$ cat src/rtl/ram_bist_pkg.sv
// Shared types for the March C- RAM BIST controller: FSM states, per-element
// descriptors and default geometry.
package ram_bist_pkg;

  localparam int AW_DEF = 5;
  localparam int DW_DEF = 4;

  typedef enum logic [2:0] {
    IDLE    = 3'd0,
    W0_UP   = 3'd1,
    R0W1_UP = 3'd2,
    R1W0_UP = 3'd3,
    R0W1_DN = 3'd4,
    R1W0_DN = 3'd5,
    R0_UP   = 3'd6,
    DONE    = 3'd7
  } state_t;

  typedef struct packed {
    logic down;     // address sweep direction
    logic rd;       // element reads and compares
    logic exp_one;  // expected read value is all-ones
    logic wr;       // element writes
    logic wr_one;   // written value is all-ones
  } elem_t;

  function automatic elem_t elem_desc(input state_t s);
    case (s)
      W0_UP:   return '{1'b0, 1'b0, 1'b0, 1'b1, 1'b0};
      R0W1_UP: return '{1'b0, 1'b1, 1'b0, 1'b1, 1'b1};
      R1W0_UP: return '{1'b0, 1'b1, 1'b1, 1'b1, 1'b0};
      R0W1_DN: return '{1'b1, 1'b1, 1'b0, 1'b1, 1'b1};
      R1W0_DN: return '{1'b1, 1'b1, 1'b1, 1'b1, 1'b0};
      R0_UP:   return '{1'b0, 1'b1, 1'b0, 1'b0, 1'b0};
      default: return '{1'b0, 1'b0, 1'b0, 1'b0, 1'b0};
    endcase
  endfunction

  function automatic state_t next_elem(input state_t s);
    case (s)
      W0_UP:   return R0W1_UP;
      R0W1_UP: return R1W0_UP;
      R1W0_UP: return R0W1_DN;
      R0W1_DN: return R1W0_DN;
      R1W0_DN: return R0_UP;
      default: return DONE;
    endcase
  endfunction

endpackage

$ cat src/rtl/ram_bist_addr_gen.sv
// Loadable up/down address counter for the BIST sweep, with first/last flags
// that follow the direction chosen at load time.
module ram_bist_addr_gen #(
  parameter int AW = 5
) (
  input  logic          clk,
  input  logic          rst,
  input  logic          load,
  input  logic          down,
  input  logic          step,
  output logic [AW-1:0] addr,
  output logic          first,
  output logic          last
);

  logic dir;

  // Counter and direction register; load jumps to the sweep's start address.
  always_ff @(posedge clk) begin
    if (rst) begin
      addr <= {AW{1'b0}};
      dir  <= 1'b0;
    end else if (load) begin
      dir  <= down;
      addr <= down ? {AW{1'b1}} : {AW{1'b0}};
    end else if (step) begin
      addr <= dir ? (addr - AW'(1)) : (addr + AW'(1));
    end else begin
      addr <= addr;
    end
  end

  assign first = dir ? (addr == {AW{1'b1}}) : (addr == {AW{1'b0}});
  assign last  = dir ? (addr == {AW{1'b0}}) : (addr == {AW{1'b1}});

endmodule

$ cat src/rtl/ram_bist_ctrl.sv
// March C- BIST controller. Define RAM_BIST_ERR_COUNT_EN to add err_cnt and
// run to completion on mismatch; otherwise the test stops at the first mismatch.
module ram_bist_ctrl
  import ram_bist_pkg::*;
#(
  parameter int AW = AW_DEF,
  parameter int DW = DW_DEF
) (
  input  logic          clk,
  input  logic          rst,
  input  logic          start,
  output logic          ram_en,
  output logic          ram_we,
  output logic [AW-1:0] ram_addr,
  output logic [DW-1:0] ram_di,
  input  logic [DW-1:0] ram_do,
  output logic          busy,
  output logic          done,
  output logic          pass,
  output logic [AW-1:0] fail_addr,
  output logic [DW-1:0] fail_data
`ifdef RAM_BIST_ERR_COUNT_EN
  ,
  output logic [7:0]    err_cnt
`endif
);

  state_t state, state_nxt;
  elem_t desc, desc_nxt;
  logic phase, phase_nxt;  // 0 = read/write cycle A, 1 = compare cycle B
  logic ag_load, ag_down, ag_step;
  logic [AW-1:0] addr;
  logic last, first_unused;
  logic active, accept, cmp_active, mismatch, fail_seen;
  logic [DW-1:0] exp_val;

  ram_bist_addr_gen #(.AW(AW)) u_addr_gen (
    .clk   (clk),
    .rst   (rst),
    .load  (ag_load),
    .down  (ag_down),
    .step  (ag_step),
    .addr  (addr),
    .first (first_unused),
    .last  (last)
  );

  assign desc       = elem_desc(state);
  assign desc_nxt   = elem_desc(next_elem(state));
  assign active     = (state != IDLE) && (state != DONE);
  assign accept     = start && !active;
  assign cmp_active = active && desc.rd && phase;
  assign exp_val    = desc.exp_one ? {DW{1'b1}} : {DW{1'b0}};
  assign mismatch   = cmp_active && (ram_do != exp_val);

  // Next-state and address-generator control.
  always_comb begin
    state_nxt = state;
    phase_nxt = phase;
    ag_load   = 1'b0;
    ag_down   = 1'b0;
    ag_step   = 1'b0;
    case (state)
      IDLE, DONE: begin
        if (accept) begin
          state_nxt = W0_UP;
          phase_nxt = 1'b0;
          ag_load   = 1'b1;
        end else begin
          state_nxt = state;
        end
      end
      default: begin
`ifndef RAM_BIST_ERR_COUNT_EN
        if (mismatch) begin
          state_nxt = DONE;
          phase_nxt = 1'b0;
        end else
`endif
        if (desc.rd && !phase) begin
          phase_nxt = 1'b1;
        end else begin
          phase_nxt = 1'b0;
          if (last) begin
            state_nxt = next_elem(state);
            ag_load   = 1'b1;
            ag_down   = desc_nxt.down;
          end else begin
            ag_step = 1'b1;
          end
        end
      end
    endcase
  end

  // RAM port decode; the final r0 element leaves the port idle in its compare cycle.
  always_comb begin
    ram_en   = 1'b0;
    ram_we   = 1'b0;
    ram_addr = {AW{1'b0}};
    ram_di   = {DW{1'b0}};
    if (active) begin
      ram_addr = addr;
      if (!desc.rd) begin
        ram_en = 1'b1;
        ram_we = 1'b1;
        ram_di = desc.wr_one ? {DW{1'b1}} : {DW{1'b0}};
      end else if (!phase) begin
        ram_en = 1'b1;
      end else begin
        ram_en = desc.wr;
        ram_we = desc.wr;
        ram_di = (desc.wr && desc.wr_one) ? {DW{1'b1}} : {DW{1'b0}};
      end
    end else begin
      ram_addr = {AW{1'b0}};
    end
  end

  // Sequencer state and status flags.
  always_ff @(posedge clk) begin
    if (rst) begin
      state <= IDLE;
      phase <= 1'b0;
      busy  <= 1'b0;
      done  <= 1'b0;
    end else begin
      state <= state_nxt;
      phase <= phase_nxt;
      busy  <= (state_nxt != IDLE) && (state_nxt != DONE);
      done  <= (state_nxt == DONE);
    end
  end

  // Result capture: first failing address/data and the final verdict.
  always_ff @(posedge clk) begin
    if (rst || accept) begin
      pass      <= 1'b0;
      fail_addr <= {AW{1'b0}};
      fail_data <= {DW{1'b0}};
      fail_seen <= 1'b0;
    end else begin
      if (mismatch && !fail_seen) begin
        fail_addr <= addr;
        fail_data <= ram_do;
        fail_seen <= 1'b1;
      end else begin
        fail_seen <= fail_seen;
      end
      if (active && (state_nxt == DONE)) begin
        pass <= !(fail_seen || mismatch);
      end else begin
        pass <= pass;
      end
    end
  end

`ifdef RAM_BIST_ERR_COUNT_EN
  // Saturating mismatch counter.
  always_ff @(posedge clk) begin
    if (rst || accept) begin
      err_cnt <= 8'd0;
    end else if (mismatch && (err_cnt != 8'hFF)) begin
      err_cnt <= err_cnt + 8'd1;
    end else begin
      err_cnt <= err_cnt;
    end
  end
`endif

endmodule

$ cat config.mk
export PLATFORM = sky130hd
export DESIGN_NAME = ram_bist_ctrl
export DESIGN_NICKNAME = d
export VERILOG_FILES = /design/src/rtl/ram_bist_pkg.sv /design/src/rtl/ram_bist_addr_gen.sv /design/src/rtl/ram_bist_ctrl.sv
export SDC_FILE = /design/constraint.sdc
export NUM_CORES = 1
export LEC_CHECK = 0
export CAP_MARGIN = 20
export CORE_ASPECT_RATIO = 1.75
export CORE_MARGIN = 2
export CORE_UTILIZATION = 36
export CTS_CLUSTER_SIZE = 30
export DETAILED_ROUTE_END_ITERATION = 10
export MAX_ROUTING_LAYER = met4
export PLACE_DENSITY_LB_ADDON = 0.15
export SYNTH_ARGS = -nofsm -noshare
export SYNTH_HDL_FRONTEND = slang
export SYNTH_SLANG_ARGS = --single-unit
$ cat constraint.sdc
create_clock -name clk -period 2.89 [get_ports clk]
set_clock_uncertainty 0.15 [all_clocks]
set_input_delay 0.7225 -clock clk [delete_from_list [all_inputs] [get_ports clk]]
set_output_delay 0.7225 -clock clk [all_outputs]
set_load 0.02 [all_outputs]
### Yosys cells after proc, flatten, opt, wreduce, memory -nomap -nowiden

Index checks and enable logic that the tools add are counted.
Widths: inputs -> output; s select.

* flip-flop bits (word level): 23
* bits of input ports: 7

* add/sub/neg operators: 2
* eq/ne operators: 19
* muxes and demuxes: 43
* reductions and logical operators: 22

Operators with widths (count)
* $pmux 5 s6: 1
* $mux 5: 5
* $eq 3x3->1 const B: 8
* $mux 1: 24
* $mux 4: 6
* $pmux 4 s6: 1
* $mux 3: 5
* $pmux 3 s5: 1
* $eq 3x2->1 const B: 4
* $logic_and 1x1->1: 10
* $eq 3x1->1 const B: 2
* $ne 3x3->1 const B: 2
* $reduce_bool 3->1: 2
* $add 5x1->5 const B: 1
* $eq 5x5->1 const B: 1
* $logic_not 5->1: 1
* $sub 5x1->5 const B: 1
* $logic_not 1->1: 4
* $ne 4x4->1: 1
* $logic_not 3->1: 1
* $logic_or 1x1->1: 2
* $ne 2x2->1 const B: 1
* $reduce_bool 2->1: 1
* $reduce_or 2->1: 1

### Logic depth before layout (Yosys ltp)

* depth after elaboration: 10
* gate-level depth with buffers: 9
* gate-level depth less buffers: 9

### Modules after synthesis

From an unflattened synthesis, not the netlist that was laid out.

* cell total of the unflattened synthesis: 191
* area total of the unflattened synthesis: 1472.7 um^2

By module, submodules not included
* ram_bist_ctrl: times used 1, cells each 139, area each 1032.2 um^2
* ram_bist_addr_gen: times used 1, cells each 52, area each 440.4 um^2

### Least setup slack after synthesis

No wires, ideal clock.

* path type: input to register
* start: in ram_do[0]
* end: reg u_addr_gen.addr[4]
* arrival: 2.310 ns
* required time: 2.608 ns
* slack: 0.298 ns
* stages: 6
* path through: or4_1 -> o22ai_1 -> a21oi_1 -> o31ai_2 -> a21bo_2 -> a21oi_1

* word-level cells in the longest chain between the ends: 6
* elaborated cells on any way between the ends: 11

Ends and longest elaborated chain
* start: declaration: line ram_bist_ctrl.sv:16 `input logic [DW-1:0] ram_do,`
* $ne 4x4->1 (*): line ram_bist_ctrl.sv:54 `assign mismatch = cmp_active && (ram_do != exp_val);`
* $logic_and 1x1->1 (*): line ram_bist_ctrl.sv:54
* $mux 1: line ram_bist_ctrl.sv:75 `if (mismatch) begin`
* $mux 1: line ram_bist_ctrl.sv:63 `case (state)`
* $mux 5: line ram_bist_addr_gen.sv:25 `addr <= down ? {AW{1'b1}} : {AW{1'b0}};`
* $mux 5: line ram_bist_addr_gen.sv:23 `end else if (load) begin`
* end signal: assignment: line ram_bist_addr_gen.sv:25
* end signal: assignment: line ram_bist_addr_gen.sv:27 `addr <= dir ? (addr - AW'(1)) : (addr + AW'(1));`
* end signal: assignment: line ram_bist_addr_gen.sv:29 `addr <= addr;`
* end: declaration: line ram_bist_addr_gen.sv:11 `output logic [AW-1:0] addr,`

Every way passes the cells marked *; elsewhere a longest branch is shown, timed or not.
A chain may end at the register's enable or synchronous reset.

### Worst setup path after layout

* start: in ram_do[1]
* end: reg u_addr_gen.addr[1]

The elaborated chain is that of the path after synthesis.

==> metrics.md <==
| Metric | Value |
|---|---|
| Status | `completed` |
| Fraction of layout cells with a size suffix above 1 | `27.8%` |
| Avg Vias per Cell | `5.57` |
| Critical Path End Type | `register` |
| Sequential share of the synthesized area | `30.5%` |
| RSZ-0062 raised after global routing | `true` |
| Crit path kind | `input pin to register` |
| Initial antenna violation count | `0` |
| Instance count of the mapped netlist | `180` |
| Root cell of the clock tree | `clkbuf_8` |
| Crit-path leading delay family | `compound AO/OA/AOI/OAI gates` |
| Power density over cell area | `311 mW/mm2` |
| CP peak stage delay | `0.56 ns` |
| Detailed Routing Iterations Pass 1 | `4` |
| 1st-iter DRT viols | `28` |
| All-Layer GR Usage | `20.8%` |
| Routed via count | `1554` |
| CTS sink cnt | `23` |
| Switching power of the nets | `184 uW` |
| Peak VDD IR | `272 uV` |
| First-pass GRT wire length | `7.06 mm` |
| Warnings from Yosys | `0` |
| Routed wire per std cell | `15.9 um` |
| Pint | `484 uW` |
| Sw Share | `27.6%` |
| Final antenna diode count | `0` |
| Clock share of power | `29.9%` |
| Grt ovf | `0` |
| Vias in the first global route | `1547` |
| # setup viols final | `0` |
| Reg2Reg Setup Slack | `0.25 ns` |
| Hold Crit Class | `register to register` |
| Setup_tns | `0 ns` |
| Avg Cell Area, Syn | `8.38 um2` |
| Multi-input gate area | `0.00103 mm2` |
| R2r endpoint | `busy$_SDFF_PP0_` |
| Post-Place Worst Slack | `-0.332 ns` |
| Worst-path clk slew | `0.08 ns` |
| Synth-to-Final Area Change | `42.6%` |
| Max_cap viols | `0` |
| Synth top area cells | `dfxtp_1 (31%), mux2i_1 (6.6%), nor2_1 (6.5%), a21oi_1 (4.0%), ha_1 (3.3%)` |
| Pleak | `0.000840 uW` |
| Slew HR | `64.6%` |
| Worst path slowest cell | `or4_4` |
| Reg2reg path depth | `8` |
| EDFF count, synth | `0` |
| I/O Buffers | `29` |
| Hold Crit Start | `fail_addr[4]$_SDFFE_PP0P_` |
| Chip height | `89.6 um` |
| Routed WL | `4.44 mm` |
| Fill count | `398` |
| Mapped Area | `0.00151 mm2` |
| Min Tclk post-route | `2.84 ns` |
| Synth top area share | `30.5%` |
| Critical-path maximum fanout | `7` |
| Die width | `52.9 um` |
| Cells along the critical path | `clkdlybuf4s50_1, or4_4, o22ai_2, nand2_1, a221o_1, o31ai_4, nor2_1, a311oi_2` |
| Initial core utilization | `37.0%` |
| Comb power frac | `20.6%` |
| Main synth FF type | `dfxtp_1` |
| HPWL after detailed placement | `3.44 mm` |
| Cells after DPL | `273` |
| Seq cells post-synth | `23` |
| Most frequent cells after synthesis | `nor2_1 (26), dfxtp_1 (23), a21oi_1 (12), nand2_1 (12), mux2i_1 (10)` |
| Pins Over Slew Limit | `0` |
| Nets | `243` |
| Clk Latency, worst-skew pair | `0.26 ns` |
| Synthesized Nets | `192` |
| Post-route ant nets | `0` |
| Num CTS Buffers | `3` |
| Startpoint types | `input pin` |
| Clk buf depth | `2` |
| Reg power frac | `49.5%` |
| CP arrival | `2.87 ns` |
| # DRC | `0` |
| Final setup margin | `0.0546 ns` |
| H-tree levels | `1` |
| Ys async rst share | `0%` |
| Reg2reg start | `u_addr_gen.addr[3]$_SDFFE_PP0P_` |
| Full die area | `0.00474 mm2` |
| Hold-critical path depth | `2` |
| Final Non-Filler Cells | `279` |
| Fmax | `353 MHz` |
| Final hold viol count | `0` |
| FF/Latch Area | `463 um2` |
| Synth area leader | `dfxtp_1` |
| CORE AREA | `0.00407 mm2` |
| Top-count cell post-synth | `nor2_1` |
| Worst EP required | `2.92 ns` |
| Hold Path End | `fail_addr[4]$_SDFFE_PP0P_` |
| FP Rows | `31` |
| Worst slew pin tran | `0.527 ns` |
| Gpl congestion | `0.862` |
| Period Utilization, post-route | `98.1%` |
| Synth cell types | `51` |
| Largest net degree at the start of global routing | `14` |
| Worst Path Buf+Inv | `1` |
| CTS tree | `done` |
| Io pins | `30` |
power groups by stage:
stage | registers, uW | logic, uW | clock network (uW)
detailed placement | 338 | 130 | 0
floorplan | 340 | 64.6 | 0
global route | 332 | 150 | 219
global placement | 338 | 128 | 0
finish | 331 | 138 | 200
CTS | 331 | 132 | 208
state kept, by name, indices dropped and copies added (netlist names):
register         count
busy                 1
fail_data            4
state                3
done                 1
u_addr_gen.dir       1
phase                1
fail_addr            5
u_addr_gen.addr      5
pass                 1
fail_seen            1
cell families (layout without fill, tap and decap cells):
group	Yosys count	count (layout)	synth area share [%]
xor+xnor	4	4	2.32
mux	10	10	6.64
fa+ha+maj	5	5	4.65
buf+inv	20	70	7.22
compound gates	48	48	25.5
simple gates	70	70	23.2
flops	23	23	30.5
repair_timing:
item                                    CTS  global route
gates resized for setup                   3            19
buffers inserted                          2             0
hold buffers                              0             0
pin swaps                                 1             5
endpoints found under the setup margin   10            13
placed cells by master (no fill, tap or decap), drive strengths merged, types with 3 or more instances in the layout:
cell           Yosys  routed
buf                7      28
nor2              26      26
clkdlybuf4s50      0      25
dfxtp             23      23
nand2             12      12
a21oi             12      12
mux2i             10      10
inv                9       9
nor3               6       6
and2               5       5
o21ai              4       4
ha                 4       4
dlymetal6s2s       0       4
nand3              4       4
a311oi             4       4
a211oi             4       4
or2                3       3
a31oi              3       3
xnor2              3       3
clkbuf             4       3
o22ai              3       3
a21o               3       3
worst max-delay path by stage:
| stage | startpoint | endpoint | slack, ns | cells after the start |
|---|---|---|---|---|
| final | ram_do[1] | u_addr_gen.addr[1]$_SDFFE_PP0P_ | 0.05 | 8 |
| after global routing | ram_do[0] | u_addr_gen.addr[4]$_SDFFE_PP0P_ | -0.04 | 10 |
| after CTS | ram_do[0] | pass$_SDFFE_PP0P_ | -0.0006 | 10 |
| after detailed placement | ram_do[3] | pass$_SDFFE_PP0P_ | -0.33 | 8 |
| after global placement | ram_do[2] | pass$_SDFFE_PP0P_ | -0.38 | 8 |
| after floorplan | ram_do[0] | u_addr_gen.addr[4]$_SDFFE_PP0P_ | 0.30 | 6 |
routing by layer:
| metal | up-vias | GRT usage (%) | share of wire (%) | wire length (um) |
|---|---|---|---|---|
| met5 | - | - | 0 | 0 |
| li1 | 754 | - | - | - |
| met1 | 738 | 22.2 | 38 | 1690 |
| met4 | 0 | 12.8 | 3.8 | 167 |
| met3 | 17 | 1.49 | 3.3 | 147 |
| met2 | 45 | 36.3 | 55 | 2430 |
area by class of cell:
cell class              instances  area share [%]
clock buffers                   3            1.92
clock inverters                 1           0.233
inverters                       9            1.57
multi-input cells             137            48.1
flip-flops and latches         23            21.5
well taps                      49            2.85
repair buffers                 57            23.7
through the flow:
step                      utilization, %  cell area, um2  hold WS (ns)  total power (uW)
after floorplan                        -            1510         0.293               405
after global placement              48.8            1990         0.329               466
after detailed placement            48.8            1990         0.337               469
after CTS                           50.6            2060         0.360               671
after global routing                52.8            2150         0.385               702
final                               52.8            2150         0.350               669
worst min-delay path: stages (launching register included):
cell and delay [ns]:
dfxtp_1 0.33, mux2i_1 0.06, nor2_1 0.07
Power figures use the tool's default switching activity.
